<file path="config.mk">
export PLATFORM = sky130hd
export DESIGN_NAME = program_loader
export DESIGN_NICKNAME = d
export VERILOG_FILES = /design/src/rtl/program_loader.sv
export SDC_FILE = /design/constraint.sdc
export NUM_CORES = 1
export LEC_CHECK = 0
export ABC_AREA = 1
export CAP_MARGIN = 20
export CORE_UTILIZATION = 30
export DETAILED_ROUTE_END_ITERATION = 12
export PLACE_DENSITY_LB_ADDON = 0.2
export SETUP_SLACK_MARGIN = 0.15
export SYNTH_ARGS = -nofsm -noshare
export SYNTH_HDL_FRONTEND = slang
export SYNTH_SLANG_ARGS = --single-unit
</file>
<file path="constraint.sdc">
create_clock -name clk -period 2.07 [get_ports clk]
set_clock_uncertainty 0.15 [all_clocks]
set_input_delay 0.3105 -clock clk [delete_from_list [all_inputs] [get_ports clk]]
set_output_delay 0.3105 -clock clk [all_outputs]
set_load 0.05 [all_outputs]
</file>
<file path="src/rtl/program_loader.sv">
`timescale 1ns/1ps
`default_nettype none
// ============================================================================
// Module   : program_loader
// Brief    : Loads a program into instruction memory, zero-fills the rest,
//            then runs the core until it halts or its cycle budget expires.
// Revision : 1.0
// ============================================================================
module program_loader #(
    parameter int DATA_WIDTH = 32,
    parameter int MEM_DEPTH  = 256,
    parameter int ADDR_WIDTH = 8,
    parameter int CNT_WIDTH  = 16
) (
    input  logic                  clk,
    input  logic                  reset,
    input  logic                  start,
    input  logic [ADDR_WIDTH:0]   prog_len,
    input  logic [CNT_WIDTH-1:0]  run_cycles,
    input  logic                  s_valid,
    output logic                  s_ready,
    input  logic [DATA_WIDTH-1:0] s_data,
    output logic                  mem_we,
    output logic [ADDR_WIDTH-1:0] mem_addr,
    output logic [DATA_WIDTH-1:0] mem_wdata,
    input  logic [31:0]           cpu_pc,
    output logic                  cpu_reset,
    output logic                  cpu_run,
    output logic                  busy,
    output logic                  done,
    output logic                  halted,
    output logic                  timeout,
    output logic [CNT_WIDTH-1:0]  cycle_count
);

    typedef enum logic [2:0] {
        ST_IDLE = 3'd0,
        ST_LOAD = 3'd1,
        ST_FILL = 3'd2,
        ST_RUN  = 3'd3,
        ST_DONE = 3'd4
    } state_t;

    localparam logic [ADDR_WIDTH:0]   c_depth_len = (ADDR_WIDTH+1)'(MEM_DEPTH);
    localparam logic [ADDR_WIDTH-1:0] c_last_addr = ADDR_WIDTH'(MEM_DEPTH - 1);

    state_t                  r_state;
    state_t                  w_state_next;
    logic [ADDR_WIDTH-1:0]   r_addr;
    logic [ADDR_WIDTH:0]     r_len;
    logic [CNT_WIDTH-1:0]    r_budget;
    logic [CNT_WIDTH-1:0]    r_cycle_count;
    logic [31:0]             r_pc_prev;
    logic                    r_halted;
    logic                    r_timeout;
    logic                    r_mem_we;
    logic [ADDR_WIDTH-1:0]   r_mem_addr;
    logic [DATA_WIDTH-1:0]   r_mem_wdata;

    logic [ADDR_WIDTH:0]     w_len_clamped;
    logic                    w_start_seq;
    logic                    w_accept;
    logic                    w_load_last;
    logic                    w_fill_last;
    logic [CNT_WIDTH-1:0]    w_count_inc;
    logic                    w_halt;
    logic                    w_budget_hit;

    assign w_len_clamped = (prog_len > c_depth_len) ? c_depth_len : prog_len;
    assign w_start_seq   = start && ((r_state == ST_IDLE) || (r_state == ST_DONE));
    assign w_accept      = (r_state == ST_LOAD) && s_valid;
    assign w_load_last   = ({1'b0, r_addr} == (r_len - 1'b1));
    assign w_fill_last   = (r_addr == c_last_addr);
    assign w_count_inc   = (&r_cycle_count) ? r_cycle_count : r_cycle_count + 1'b1;
    // The first RUN cycle has no valid previous PC, so halt is masked there.
    assign w_halt        = (r_cycle_count != '0) && (cpu_pc == r_pc_prev);
    assign w_budget_hit  = (r_budget != '0) && (w_count_inc == r_budget);

    always_comb begin
        w_state_next = r_state;
        s_ready      = 1'b0;
        cpu_reset    = 1'b1;
        cpu_run      = 1'b0;
        busy         = 1'b0;
        done         = 1'b0;
        case (r_state)
            ST_IDLE: begin
                if (w_start_seq) begin
                    w_state_next = (w_len_clamped == '0) ? ST_FILL : ST_LOAD;
                end
            end
            ST_LOAD: begin
                s_ready = 1'b1;
                busy    = 1'b1;
                if (w_accept && w_load_last) begin
                    w_state_next = (r_len == c_depth_len) ? ST_RUN : ST_FILL;
                end
            end
            ST_FILL: begin
                busy = 1'b1;
                if (w_fill_last) begin
                    w_state_next = ST_RUN;
                end
            end
            ST_RUN: begin
                cpu_reset = 1'b0;
                cpu_run   = 1'b1;
                busy      = 1'b1;
                if (w_halt || w_budget_hit) begin
                    w_state_next = ST_DONE;
                end
            end
            ST_DONE: begin
                cpu_reset = 1'b0;
                done      = 1'b1;
                if (w_start_seq) begin
                    w_state_next = (w_len_clamped == '0) ? ST_FILL : ST_LOAD;
                end
            end
            default: begin
                w_state_next = ST_IDLE;
            end
        endcase
    end

    always_ff @(posedge clk or negedge reset) begin
        if (!reset) begin
            r_state       <= ST_IDLE;
            r_addr        <= '0;
            r_len         <= '0;
            r_budget      <= '0;
            r_cycle_count <= '0;
            r_pc_prev     <= '0;
            r_halted      <= 1'b0;
            r_timeout     <= 1'b0;
            r_mem_we      <= 1'b0;
            r_mem_addr    <= '0;
            r_mem_wdata   <= '0;
        end else begin
            r_state  <= w_state_next;
            r_mem_we <= 1'b0;
            case (r_state)
                ST_IDLE, ST_DONE: begin
                    if (w_start_seq) begin
                        r_len         <= w_len_clamped;
                        r_budget      <= run_cycles;
                        r_addr        <= '0;
                        r_cycle_count <= '0;
                        r_halted      <= 1'b0;
                        r_timeout     <= 1'b0;
                    end
                end
                ST_LOAD: begin
                    if (w_accept) begin
                        r_mem_we    <= 1'b1;
                        r_mem_addr  <= r_addr;
                        r_mem_wdata <= s_data;
                        // A full-length program ends on the last address; never wrap.
                        if (!(w_load_last && (r_len == c_depth_len))) begin
                            r_addr <= r_addr + 1'b1;
                        end
                    end
                end
                ST_FILL: begin
                    r_mem_we    <= 1'b1;
                    r_mem_addr  <= r_addr;
                    r_mem_wdata <= '0;
                    if (!w_fill_last) begin
                        r_addr <= r_addr + 1'b1;
                    end
                end
                ST_RUN: begin
                    r_cycle_count <= w_count_inc;
                    r_pc_prev     <= cpu_pc;
                    if (w_halt) begin
                        r_halted <= 1'b1;
                    end else if (w_budget_hit) begin
                        r_timeout <= 1'b1;
                    end
                end
                default: begin
                end
            endcase
        end
    end

    assign mem_we      = r_mem_we;
    assign mem_addr    = r_mem_addr;
    assign mem_wdata   = r_mem_wdata;
    assign halted      = r_halted;
    assign timeout     = r_timeout;
    assign cycle_count = r_cycle_count;

endmodule
`default_nettype wire

</file>
Yosys cells after proc, flatten, opt, wreduce, memory -nomap -nowiden
Index checks and enable logic that the tools add are counted.
{"block": "word_totals", "ff_bits": 127, "input_bits": 93, "wordCells": 93, "output_inout_bits": 64}
{"block": "classes", "addsub": 3, "mux": 33, "order_cmp": 1, "reduce_logical": 26, "eq_ne": 19}
{"op": "$pmux 32 s2", "count": 1}
{"op": "$mux 8", "count": 5}
{"op": "$eq 32x32->1", "count": 1}
{"op": "$mux 16", "count": 2}
{"op": "$mux 32", "count": 1}
{"op": "$pmux 16 s2", "count": 1}
{"op": "$reduce_bool 16->1", "count": 2}
{"op": "$pmux 8 s3", "count": 1}
{"op": "$add 16x1->16 const B", "count": 1}
{"op": "$eq 16x16->1", "count": 1}
{"op": "$ne 2x2->1 const B", "count": 8}
{"op": "$pmux 8 s2", "count": 1}
{"op": "$reduce_and 16->1", "count": 1}
{"op": "$mux 3", "count": 4}
{"op": "$pmux 3 s4", "count": 1}
{"op": "$mux 1", "count": 11}
{"op": "$eq 8x9->1", "count": 1}
{"op": "$eq 9x9->1 const B", "count": 1}
{"op": "$gt 9x9->1 const B", "count": 1}
{"op": "$logic_not 9->1", "count": 1}
{"op": "$mux 9", "count": 1}
{"op": "$sub 9x1->9 const B", "count": 1}
{"op": "$add 8x1->8 const B", "count": 1}
{"op": "$eq 8x8->1 const B", "count": 1}
{"op": "17 further kinds", "count": 32}

Logic depth before layout (Yosys ltp)
{"block": "depth", "depth_word": 7, "depth_mapped": 17, "mapped_depth_nobuf": 16}

Worst setup path after synthesis
Ideal clock, no wire load.
{"block": "synth_path", "kind": "register to register", "from": "register r_cycle_count[1] (netlist: cycle_count[1])", "to": "register r_state[2]", "t_arrival_ns": 2.270, "required_ns": 1.803, "path_stages_with_launch": 18, "period_less_slack_ns": 2.537, "setup_ns": 0.117, "setup_slack_ns": -0.467, "path_buffers": 1, "cell_sequence": "dfrtp_1 -> ha_1 -> inv_1 -> nor2_2 -> nand2_2 -> inv_2 -> nand2_4 -> buf_6 -> nand2_2 -> nand2_1 -> nand2_1 -> nand2_1 -> nor2_2 -> nand3_2 -> o21bai_4 -> nand2_2 -> nand2_1 -> nand2_1"}
{"block": "synth_between", "elab_chain_len": 7, "word_cells_on_any_way": 10, "classes_between": "add/sub: 1; eq/ne: 2; mux: 1; reduce/logical: 6"}
{"element": "start, declared", "line_no": "52", "text": "logic [CNT_WIDTH-1:0] r_cycle_count;"}
{"element": "start signal, assigned", "line_no": "173", "text": "r_cycle_count <= w_count_inc;"}
{"element": "$add 16x1->16 or $reduce_and 16->1 (tied branches)", "line_no": "74", "text": "assign w_count_inc = (&r_cycle_count) ? r_cycle_count : r_cycle_count + 1'b1;"}
{"element": "$mux 16", "line_no": "74"}
{"element": "$eq 16x16->1", "line_no": "77", "text": "assign w_budget_hit = (r_budget != '0) && (w_count_inc == r_budget);"}
{"element": "$logic_and 1x1->1", "line_no": "77"}
{"element": "$logic_or 1x1->1 (*)", "line_no": "109", "text": "if (w_halt || w_budget_hit) begin"}
{"element": "$ne 2x2->1 (no line) (*)"}
{"element": "$reduce_and 4->1 (no line) (*)"}
{"element": "end signal, assigned", "line_no": "140", "text": "r_state <= w_state_next;"}
{"element": "end, declared", "line_no": "47", "text": "state_t r_state;"}
Mark *: on every way between the ends. The rest lies on a longest branch, timed or not.
A chain may end at the register's enable or synchronous reset.

Worst setup path in the final report
{"block": "layout_path", "from": "register r_cycle_count[0] (netlist: cycle_count[0])", "to": "register r_state[2]"}
Same word-level chain as after synthesis.

==> summary.txt <==
Cells and area
  • # diodes: 0
  • Area occupied by registers: 3200 µm²
  • Design area: 10600 µm²
  • Multi-input logic area: 3560 µm²
  • FILL cells: 2170
  • Net count, final: 1251
  • Area growth syn-to-layout: 57.2%
  • Layout cells sized above 1: 0.266

Route
  • DRC viols: 0
  • First-iteration detailed-routing DRC count: 233
  • Via/cell ratio: 4.58
  • Wire per inst: 14.4 µm
  • Routed Antenna Nets: 0
  • Vias: 6632
  • DRT Wirelength: 20800 µm
  • DRT Pass-1 Iters: 4

CTS
  • Clock sinks: 127
  • CTS tree: done
  • # H-tree levels: 4
  • CTS buffer count: 17
  • Root Driver: clkbuf_16
  • Clk_lat worst skew: 420 ps
  • Clk pin slew, worst setup/hold paths: 60 ps
  • Clk buf depth: 2

Setup path
  • Startpoint Class: register
  • Crit path buf inv count: 2
  • Worst Setup SP: cycle_count[0]
  • CP max stage delay: 440 ps
  • Crit path cell chain: ha_4, inv_4, nor2_4, nand2_4, clkinv_8, nand2_8, nand2_1, nand2_1, nand2_1, nor2_2, nand3_2, o21bai_4, nand2_2, nand2_1, nand2_1
  • Slowest CP cell: dfrtp_2
  • Capturing element type of the critical path: register
  • Data required time of the worst path: 2230 ps
  • Critical Path AT: 2330 ps
  • Cell repeated most along the worst path: nand2_1
  • Worst R2R Start: cycle_count[0]
  • Crit path max-delay family: simple AND/OR/NAND/NOR gates
  • CP max FO: 5
  • CP Class: reg2reg

STA
  • Fmax: 0.462 GHz
  • Final count of hold timing violations: 0
  • Final Cycle Share: 1.05
  • Worst slew margin: 0.643
  • Setup_tns: -344 ps
  • Slew at the pin closest to its max-slew limit: 537 ps
  • Setup ws final: -96.7 ps
  • Final hold slack: 193 ps
  • Min Tclk post-route: 2170 ps
  • Endpoints failing setup: 4
  • Max-slew violation count: 0
  • RSZ-0062 raised after global routing: yes

Global routing
  • First-pass GRT wire length: 32400 µm
  • Vias in the first global route: 6375
  • Remaining global-route overflow: 0
  • GR Util All Layers: 0.183
  • Antenna violations before repair: 0
  • Largest net degree at the start of global routing: 53

Floorplanning
  • Vert. Die Dim: 152 µm
  • Area of the die: 23000 µm²
  • Initial Util: 0.307
  • Core Area: 21900 µm²
  • # rows: 54
  • Chip width: 152 µm
  • # IOs: 157

Flow run
  • Max-cap violations: 0

Logic synthesis
  • Post-synth top cells: nand2_1 (316), dfrtp_1 (127), nand3_1 (86)
  • Synth unique cells: 36
  • Mean area per synthesized cell: 7.60 µm²
  • Area leader, netlist: dfrtp_1
  • FFs w/ async S/R, synth: 1.00
  • Post-Syn Area: 6730 µm²
  • Register area share after synthesis: 0.473
  • Syn Nets: 982
  • Number of enable flip-flop cells after synthesis: 0
  • Most common cell in the netlist: nand2_1
  • Synth area leaders: dfrtp_1 (47%), nand2_1 (18%), nand3_1 (6.4%)
  • Top_reg_cell synth: dfrtp_1
  • Gate Count Post-Synth: 885
  • Area fraction of the dominant cell type after synthesis: 0.473
  • Yosys reg bits: 127
  • Syn. warnings: 0

Power
  • Total Power Consumption: 16300 µW
  • Peak VDD IR: 0.735 mV
  • Pwr Density: 1540 nW/µm²
  • P_leak: 0.00518 µW

Placement
  • Cell Area, Placed: 9410 µm²
  • Routability Congestion: 0.821
  • DP HPWL: 14200 µm
  • Number of I/O port buffers: 156

Worst hold path
  • HP Class: in2async

Run status
  • Failing checks: negative setup slack
  • Status: complete, but fails checks
[state kept, by name, summed over array words and instances, names as in the netlist, 3 cells and up]
| signal | cells |
|---|---|
| mem_addr | 8 |
| mem_wdata | 32 |
| r_addr | 8 |
| r_pc_prev | 32 |
| cycle_count | 16 |
| r_budget | 16 |
| r_len | 9 |
| r_state | 3 |
[report_power, final]
part,leakage [µW],switching (µW),internal [µW]
logic,0.00327,5390,3430
registers,0.00160,713,3540
clock network,0.000308,1260,1990
[cell usage in the layout, fill, tap and decap left out, types with 6 or more instances in the layout]
master | netlist | layout
clkdlybuf4s50_1 | 0 | 91
nand2_2 | 13 | 30
dfrtp_1 | 127 | 110
nor3_1 | 12 | 9
nand4_1 | 13 | 13
xnor2_1 | 9 | 8
buf_12 | 0 | 8
nand2_1 | 316 | 293
clkbuf_16 | 0 | 17
inv_6 | 0 | 6
nand3_2 | 2 | 10
nor4_1 | 8 | 7
nor2_1 | 53 | 30
inv_2 | 2 | 6
buf_6 | 1 | 6
or2_2 | 9 | 8
nand3_1 | 86 | 78
dlygate4sd2_1 | 0 | 38
nor2_4 | 1 | 13
inv_1 | 77 | 70
buf_4 | 1 | 124
xor2_1 | 24 | 24
nor2_2 | 6 | 17
o21ai_0 | 61 | 56
dfrtp_2 | 0 | 17
[metal layers]
layer	GRT usage	vias up	part of all wire
met1	0.245	3100	0.47
li1	-	3385	-
met4	0.0470	0	0.013
met2	0.294	131	0.47
met3	0.0467	16	0.049
met5	0	-	0
[cells by family after synthesis]
logic type | synth area share
multiplexers | 0.00837
adder cells (fa/ha/maj) | 0.00744
flip-flops | 0.473
XOR/XNOR | 0.0463
AND/OR/NAND/NOR | 0.336
AO/OA/AOI/OAI | 0.0651
buffers and inverters | 0.0638
[final cells by class]
cell class	instances	area share
clock buffers	19	0.0428
clock inverters	13	0.0166
inverters	81	0.0310
multi-input cells	652	0.337
flip-flops and latches	127	0.303
well taps	280	0.0331
repair buffers	275	0.237
[through the flow]
stage | cells | setup WS [ps] | util
6_report | 1447 | -96.7 | 0.483
2_1_floorplan | 885 | -162 | -
5_1_grt | 1447 | -246 | 0.483
3_5_place_dp | 1391 | -197 | 0.430
3_3_place_gp | 1391 | -177 | 0.430
4_1_cts | 1439 | -74.7 | 0.472
[final timing paths]
kind	to	slack, ps	cells past startpoint
worst max-delay path	r_state[2]	-100	15
worst min register to register	timeout	340	2
worst max register to register	r_state[2]	-100	15
min in group clk	mem_wdata[9]	270	3
max in group asynchronous	r_pc_prev[18]	960	3
worst min-delay path	cycle_count[10]	190	2
[what timing repair did]
action	CTS	global route
hold buffers	1	0
pin swaps	23	25
gates cloned	5	1
resized for setup	93	60
endpoints found under the setup margin	66	41
hold endpoints to repair	33	0
buffers inserted	10	7
(Power assumes the default switching activity.)
